## src/rtl/timer_counter.sv

```systemverilog
// timer_counter: bridge-mapped countdown timer (CTRL/PRESET/COUNT at Addr 0/1/2, Dout combinational read, IRQ = irq_pend & IM)
module timer_counter #(
  parameter logic [31:0] PRESET_RST = 32'h0000_0000
) (
  input  logic        clk,
  input  logic        reset,
  input  logic [3:2]  Addr,
  input  logic        WE,
  input  logic [31:0] Din,
  output logic [31:0] Dout,
  output logic        IRQ
);
  typedef enum logic [1:0] {IDLE, LOAD, CNT, INT} state_t;
  state_t      state;
  logic [3:0]  ctrl;
  logic [31:0] preset;
  logic [31:0] count;
  logic        irq_pend;
  logic        ctrl_wr;
  logic        preset_wr;
  logic        auto_reload;
  logic        fire;
  always_comb begin
    ctrl_wr     = WE && Addr == 2'd0;
    preset_wr   = WE && Addr == 2'd1;
    auto_reload = ctrl[2:1] == 2'd1;
    fire        = state == CNT && ctrl[0] && count <= 32'd1;
    Dout        = Addr == 2'd0 ? {28'd0, ctrl} : Addr == 2'd1 ? preset : Addr == 2'd2 ? count : 32'd0;
    IRQ         = irq_pend & ctrl[3];
  end
  always_ff @(posedge clk) begin
    if (reset) begin
      state    <= IDLE;
      ctrl     <= 4'd0;
      preset   <= PRESET_RST;
      count    <= 32'd0;
      irq_pend <= 1'b0;
    end else begin
      if (ctrl_wr) ctrl <= Din[3:0];
      if (preset_wr) preset <= Din;
      // a new request beats any clear in the same edge
      irq_pend <= fire | (irq_pend & ~(auto_reload ? state == INT : ctrl_wr | preset_wr));
      case (state)
        IDLE: state <= ctrl[0] ? LOAD : IDLE;
        LOAD: begin
          count <= preset;
          state <= CNT;
        end
        CNT: begin
          if (!ctrl[0]) state <= IDLE;
          else if (count > 32'd1) count <= count - 32'd1;
          else begin
            count <= 32'd0;
            state <= INT;
          end
        end
        INT: begin
          state <= auto_reload ? LOAD : IDLE;
          // one-shot disarms itself unless software is writing CTRL this edge
          if (!auto_reload && !ctrl_wr) ctrl[0] <= 1'b0;
        end
        default: state <= IDLE;
      endcase
    end
  end
endmodule

```

## config.mk

```make
export PLATFORM = sky130hd
export DESIGN_NAME = timer_counter
export DESIGN_NICKNAME = d
export VERILOG_FILES = /design/src/rtl/timer_counter.sv
export SDC_FILE = /design/constraint.sdc
export NUM_CORES = 1
export LEC_CHECK = 0
export CAP_MARGIN = 20
export CORE_ASPECT_RATIO = 0.8
export CORE_MARGIN = 1.5
export CORE_UTILIZATION = 50
export CTS_BUF_LIST = sky130_fd_sc_hd__clkbuf_8
export CTS_CLUSTER_DIAMETER = 100
export DETAILED_ROUTE_END_ITERATION = 16
export PLACE_DENSITY = 0.83
export SYNTH_ARGS = -nofsm -noshare
export SYNTH_HDL_FRONTEND = slang
export SYNTH_SLANG_ARGS = --single-unit
```

## constraint.sdc

```tcl
create_clock -name clk -period 2.53 [get_ports clk]
set_clock_uncertainty 0.2 [all_clocks]
set_input_delay 0.3795 -clock clk [delete_from_list [all_inputs] [get_ports clk]]
set_output_delay 0.3795 -clock clk [all_outputs]
set_load 0.02 [all_outputs]
```

Yosys cells after proc, flatten, opt, wreduce, memory -nomap -nowiden
Index checks and enable logic that the tools add are counted.

word-level totals
  bits in registers = 71
  latch bits = 0
  bits in writable memories = 0
  ROM bits = 0
  input bits = 37
  output and inout port bits = 33
  logic and storage cells = 48
  memories = 0

operators by class
  add/sub/neg operators = 1
  $mul = 0
  div/mod/pow operators = 0
  order comparisons = 2
  equality and inequality tests = 8
  shift operators = 0
  mux-type cells = 15
  bitwise operators = 5
  reductions and logical operators = 11

operators with widths
  kind                   count
  $mux 32                5
  $pmux 32 s2            1
  $gt 32x1->1 const B    1
  $le 32x1->1 const B    1
  $sub 32x1->32 const B  1
  $pmux 2 s4             1
  $eq 2x1->1 const B     3
  $eq 2x2->1 const B     3
  $mux 1                 6
  $logic_and 1x1->1      5
  $logic_not 2->1        2
  $mux 2                 2
  $ne 3x3->1 const B     1
  $and 1x1->1            2
  $logic_not 1->1        2
  $ne 2x2->1 const B     1
  $or 1x1->1             2
  $reduce_and 2->1       1
  $reduce_bool 2->1      1
  $not 1->1              1

Longest topological paths before layout
  depth in word-level cells = 7
  depth in mapped cells = 8
  depth with buffers taken out = 7

Least setup slack after synthesis
OpenSTA, ideal clock, no wires.

  kind = flip-flop to flip-flop
  start point = register count[0]
  end point = register count[26]
  library setup time = 0.086 ns
  arrival = 2.159 ns
  required time = 2.244 ns
  path slack = 0.085 ns
  stages on the path, launching flop included = 8
  path buffers = 0
  clock period less this slack = 2.445 ns
  path through = dfxtp_1 -> inv_1 -> ha_1 -> or3b_2 -> nor3_1 -> and3_1 -> a31oi_1 -> a211oi_1

on the way
  word-level cells in the longest chain between the ends = 4
  elaborated cells on any way between the ends = 5
  classes of those cells = 1 x add/sub; 1 x order compare; 3 x mux

ends and longest elaborated chain
  element                                              RTL line  text
  from (decl)                                          17        logic [31:0] count;
  from (signal assigned)                               46        count <= preset;
  from (signal assigned)                               51        else if (count > 32'd1) count <= count - 32'd1;
  $sub 32x1->32 / $gt 32x1->1 (equally long branches)  51
  $mux 32 (*)                                          51
  $mux 32 (*)                                          50        if (!ctrl[0]) state <= IDLE;
  $pmux 32 s2 (*)                                      43        case (state)

Every way passes the cells marked *; elsewhere a longest branch is shown, timed or not. The select of a mux whose other input is x is not followed.
A chain may end at the register's enable or synchronous reset.

Worst setup path in the final report
  start point = register count[22]
  end point = register count[20]

on the way
  word-level cells in the longest chain between the ends = 4

ends and longest elaborated chain
  element      RTL line
  $gt 32x1->1  51
  $mux 32      51
  $mux 32      50
  $pmux 32 s2  43

No other way between the ends. The select of a mux whose other input is x is not followed.

==> flow_metrics.py <==
metrics = {
    "final_layout": {
        "layout_common_cells": "nand2_1 (108), dfxtp_1 (71), a21oi_1 (64)",
        "finalInstanceArea_um2": 5180,
        "nets": 664,
        "nFillCells": 705,
        "final_common_cell": "nand2_1",
        "area_growth_pct": 27.4,
        "diodes": 0,
        "finish.utilization_pct": 65.5,
        "layout-drive-gt1-share_pct": 11.8,
        "fin_cells": 736,
    },
    "run": {
        "drv_cap": 0,
    },
    "grt": {
        "grt_pass1_vias": 4110,
        "grt_use_total_pct": 28.4,
        "antenna_found_initial": 0,
        "grt_pass1_wl_um": 20300,
        "overflow": 0,
        "grt_max_degree": 41,
    },
    "synthesis": {
        "synth_top_area_share_pct": 34.9,
        "synth-async-reset-ratio_pct": 0,
        "yosysTopAreaCell": "dfxtp_1",
        "synthMuxAreaShare_pct": 2.25,
        "synth_area_leaders": "dfxtp_1 (35%), nand2_1 (10%), a21oi_1 (7.9%)",
        "synth_compound_area_share_pct": 31.1,
        "synth_cell_types": 59,
        "synth_area_um2": 4070,
        "synth_nets": 584,
        "synth_fa_ha_area_share_pct": 0.615,
        "synthCells": 545,
        "synthXorXnorAreaFrac_pct": 0.215,
        "synth_ff_type": "dfxtp_1",
        "synth-seq-cells": 71,
        "synth_edf_count": 0,
        "syn_avg_cell_area_um2": 7.46,
        "synthSimpleGateAreaFrac_pct": 24.9,
        "synth_top_family_by_area": "compound AO/OA/AOI/OAI gates",
        "ys_seq_area_share_pct": 34.9,
        "ys_warn_count": 0,
    },
    "route": {
        "first_pass_iters": 5,
        "wirelength_um": 12500,
        "wl_per_cell_um": 16.9,
        "vias_per_cell": 6.08,
        "drt_iter0_markers": 390,
        "vias": 4473,
        "ant_nets": 0,
        "drc": 0,
    },
    "setup_path": {
        "cpMaxStageDelayCell": "or4_4",
        "r2r_slack_ns": 0.1,
        "required_ns": 2.55,
        "cp_slowest_stage_delay_ns": 0.56,
        "crit_fanout": 11,
        "path_buf_inv": 1,
        "arrival_ns": 2.45,
        "r2r-end": "count[20]",
        "crit_chain": "or4_4 > or3_4 > o31a_1 > buf_4 > o21ai_0 > a211oi_1",
        "critPathCaptureType": "flop",
        "reg2reg_from": "count[22]",
        "cp-start-kind": "flop",
        "worstSetupPathType": "reg2reg",
        "critPathTopFamily": "simple AND/OR/NAND/NOR gates",
        "reg2regPathDepth": 6,
    },
    "clock_tree": {
        "cts_tree": "yes",
        "cts_buffers": 9,
        "clock_latency_ns": 0.35,
        "cts_sinks": 71,
        "clockBufferDepth": 2,
        "htreeDepth": 3,
        "clk_pin_slew_ns": 0.07,
        "root_buffer": "clkbuf_8",
        "ctsHoldBuffers": 0,
    },
    "placed_design": {
        "placed_area_um2": 5040,
        "portBuffers": 69,
        "dp_cells": 721,
        "place.gp.congestion": 0.881,
        "place_ws_ns": -0.160,
        "dp_hpwl_um": 8240,
    },
    "outcome": {
        "outcome": "completed",
    },
    "sta": {
        "hold_viol_final": 0,
        "worstMarginPinSlew_ns": 0.503,
        "slew_headroom_pct": 66.4,
        "setup_ws_ns": 0.0981,
        "finalCritPeriodShare_pct": 96.1,
        "period_needed_ns": 2.43,
        "fmax_mhz": 411,
        "drv_slew": 0,
        "setup_viol": 0,
    },
    "die": {
        "die_w_um": 104,
        "die-area_um2": 8690,
        "rows": 29,
        "die_h_um": 83.7,
        "fp.coreArea_um2": 7910,
        "floorplan.initialDensity_pct": 51.4,
        "ios": 70,
    },
    "power_and_ir_drop": {
        "seq_power_share_pct": 46.8,
        "pwr-share-clk_pct": 33.0,
        "vdd_ir_drop_max_mv": 0.294,
        "switching_share_pct": 30.0,
        "p_leak_uw": 0.00211,
        "pwr_density_cell_nw_per_um2": 487,
        "power_frac_comb_pct": 20.2,
        "p_switching_uw": 759,
        "p_int_uw": 1770,
        "total_power_uw": 2530,
    },
    "worst_hold_path": {
        "holdPathStages": 2,
        "hold_path.class": "reg2reg",
        "min_from": "preset[19]",
        "hold_end": "preset[19]",
    },
}
cells by family (layout without fill, tap and decap cells):
| group | count (synthesis) | count (layout) |
|---|---|---|
| AND/OR/NAND/NOR | 215 | 215 |
| AO/OA/AOI/OAI | 195 | 195 |
| flip-flops | 71 | 71 |
| buffers and inverters | 52 | 135 |
| multiplexers | 9 | 9 |
| adder cells (fa/ha/maj) | 2 | 2 |
| XOR/XNOR | 1 | 1 |
power groups by stage:
stage / Combinational (µW) / Sequential (µW) / Clock (µW)
6_report: 510 / 1180 / 833
5_1_grt: 549 / 1190 / 883
4_1_cts: 501 / 1180 / 835
3_5_place_dp: 505 / 1210 / 0
3_3_place_gp: 492 / 1210 / 0
2_1_floorplan: 304 / 1200 / 0
flip-flops by register name, indices dropped and copies added (netlist names):
| signal | cells |
|---|---|
| state | 2 |
| count | 32 |
| preset | 32 |
| ctrl | 4 |
| irq_pend | 1 |
Yosys cell counts, drive strengths merged (2+ instances only):
cell type / n
nor2: 31
buf: 4
nor3: 11
o31ai: 8
a31oi: 2
dfxtp: 71
a221oi: 2
nand2b: 2
a32o: 2
o211ai: 3
nor4: 10
a22o: 29
a21o: 3
and3: 2
ha: 2
o31a: 3
mux2i: 8
o21ai: 47
a21oi: 64
a32oi: 2
or4: 7
nand4: 9
or3: 4
clkbuf: 39
inv: 7
a211oi: 15
o41ai: 2
and2: 5
nor2b: 6
o21a: 4
nand4b: 2
nand3: 14
nand2: 108
timing repair:
item / CTS / global route
setup buffers: 0 / 1
pin swaps: 0 / 1
gates resized for setup: 32 / 1
gates cloned: 0 / 0
setup endpoints to repair: 32 / 1
cell type report:
class / count / area, µm² / area share, %
flip-flops and latches: 71 / 1420 / 27.4
repair buffers: 113 / 1010 / 19.6
multi-input cells: 422 / 2410 / 46.5
clock inverters: 3 / 20.0 / 0.386
well taps: 108 / 135 / 2.61
inverters: 8 / 31.3 / 0.603
clock buffers: 11 / 151 / 2.92
metrics by stage:
step           TNS (ns)  hold WS, ns
6_report              0        0.271
2_1_floorplan         0        0.246
4_1_cts               0        0.271
5_1_grt        -0.00692        0.297
3_5_place_dp      -4.07        0.264
3_3_place_gp      -3.36        0.257
worst max path at each step:
stage / start / endpoint / depth (start not counted)
final: count[22] / count[20] / 6
after detailed placement: Addr[2] / Dout[29] / 5
after global routing: count[0] / count[26] / 8
after global placement: Addr[2] / Dout[30] / 5
after CTS: count[22] / count[28] / 6
after floorplan: count[0] / count[26] / 7
worst min-delay path: stages (launching register included):
cell     delay, ns
dfxtp_1       0.32
nand2_1       0.05
a21oi_1       0.05
layer usage:
| metal | share of wire, % | wire [µm] | track usage, % | up-vias |
|---|---|---|---|---|
| met3 | 10 | 1270 | 5.00 | 23 |
| met4 | 1.4 | 175 | 8.71 | 0 |
| met2 | 45 | 5580 | 45.5 | 249 |
| met5 | 0 | 0 | 0 | - |
| met1 | 44 | 5420 | 39.2 | 2063 |
| li1 | - | - | - | 2138 |
Note: power is estimated with default switching activity, not from simulation.
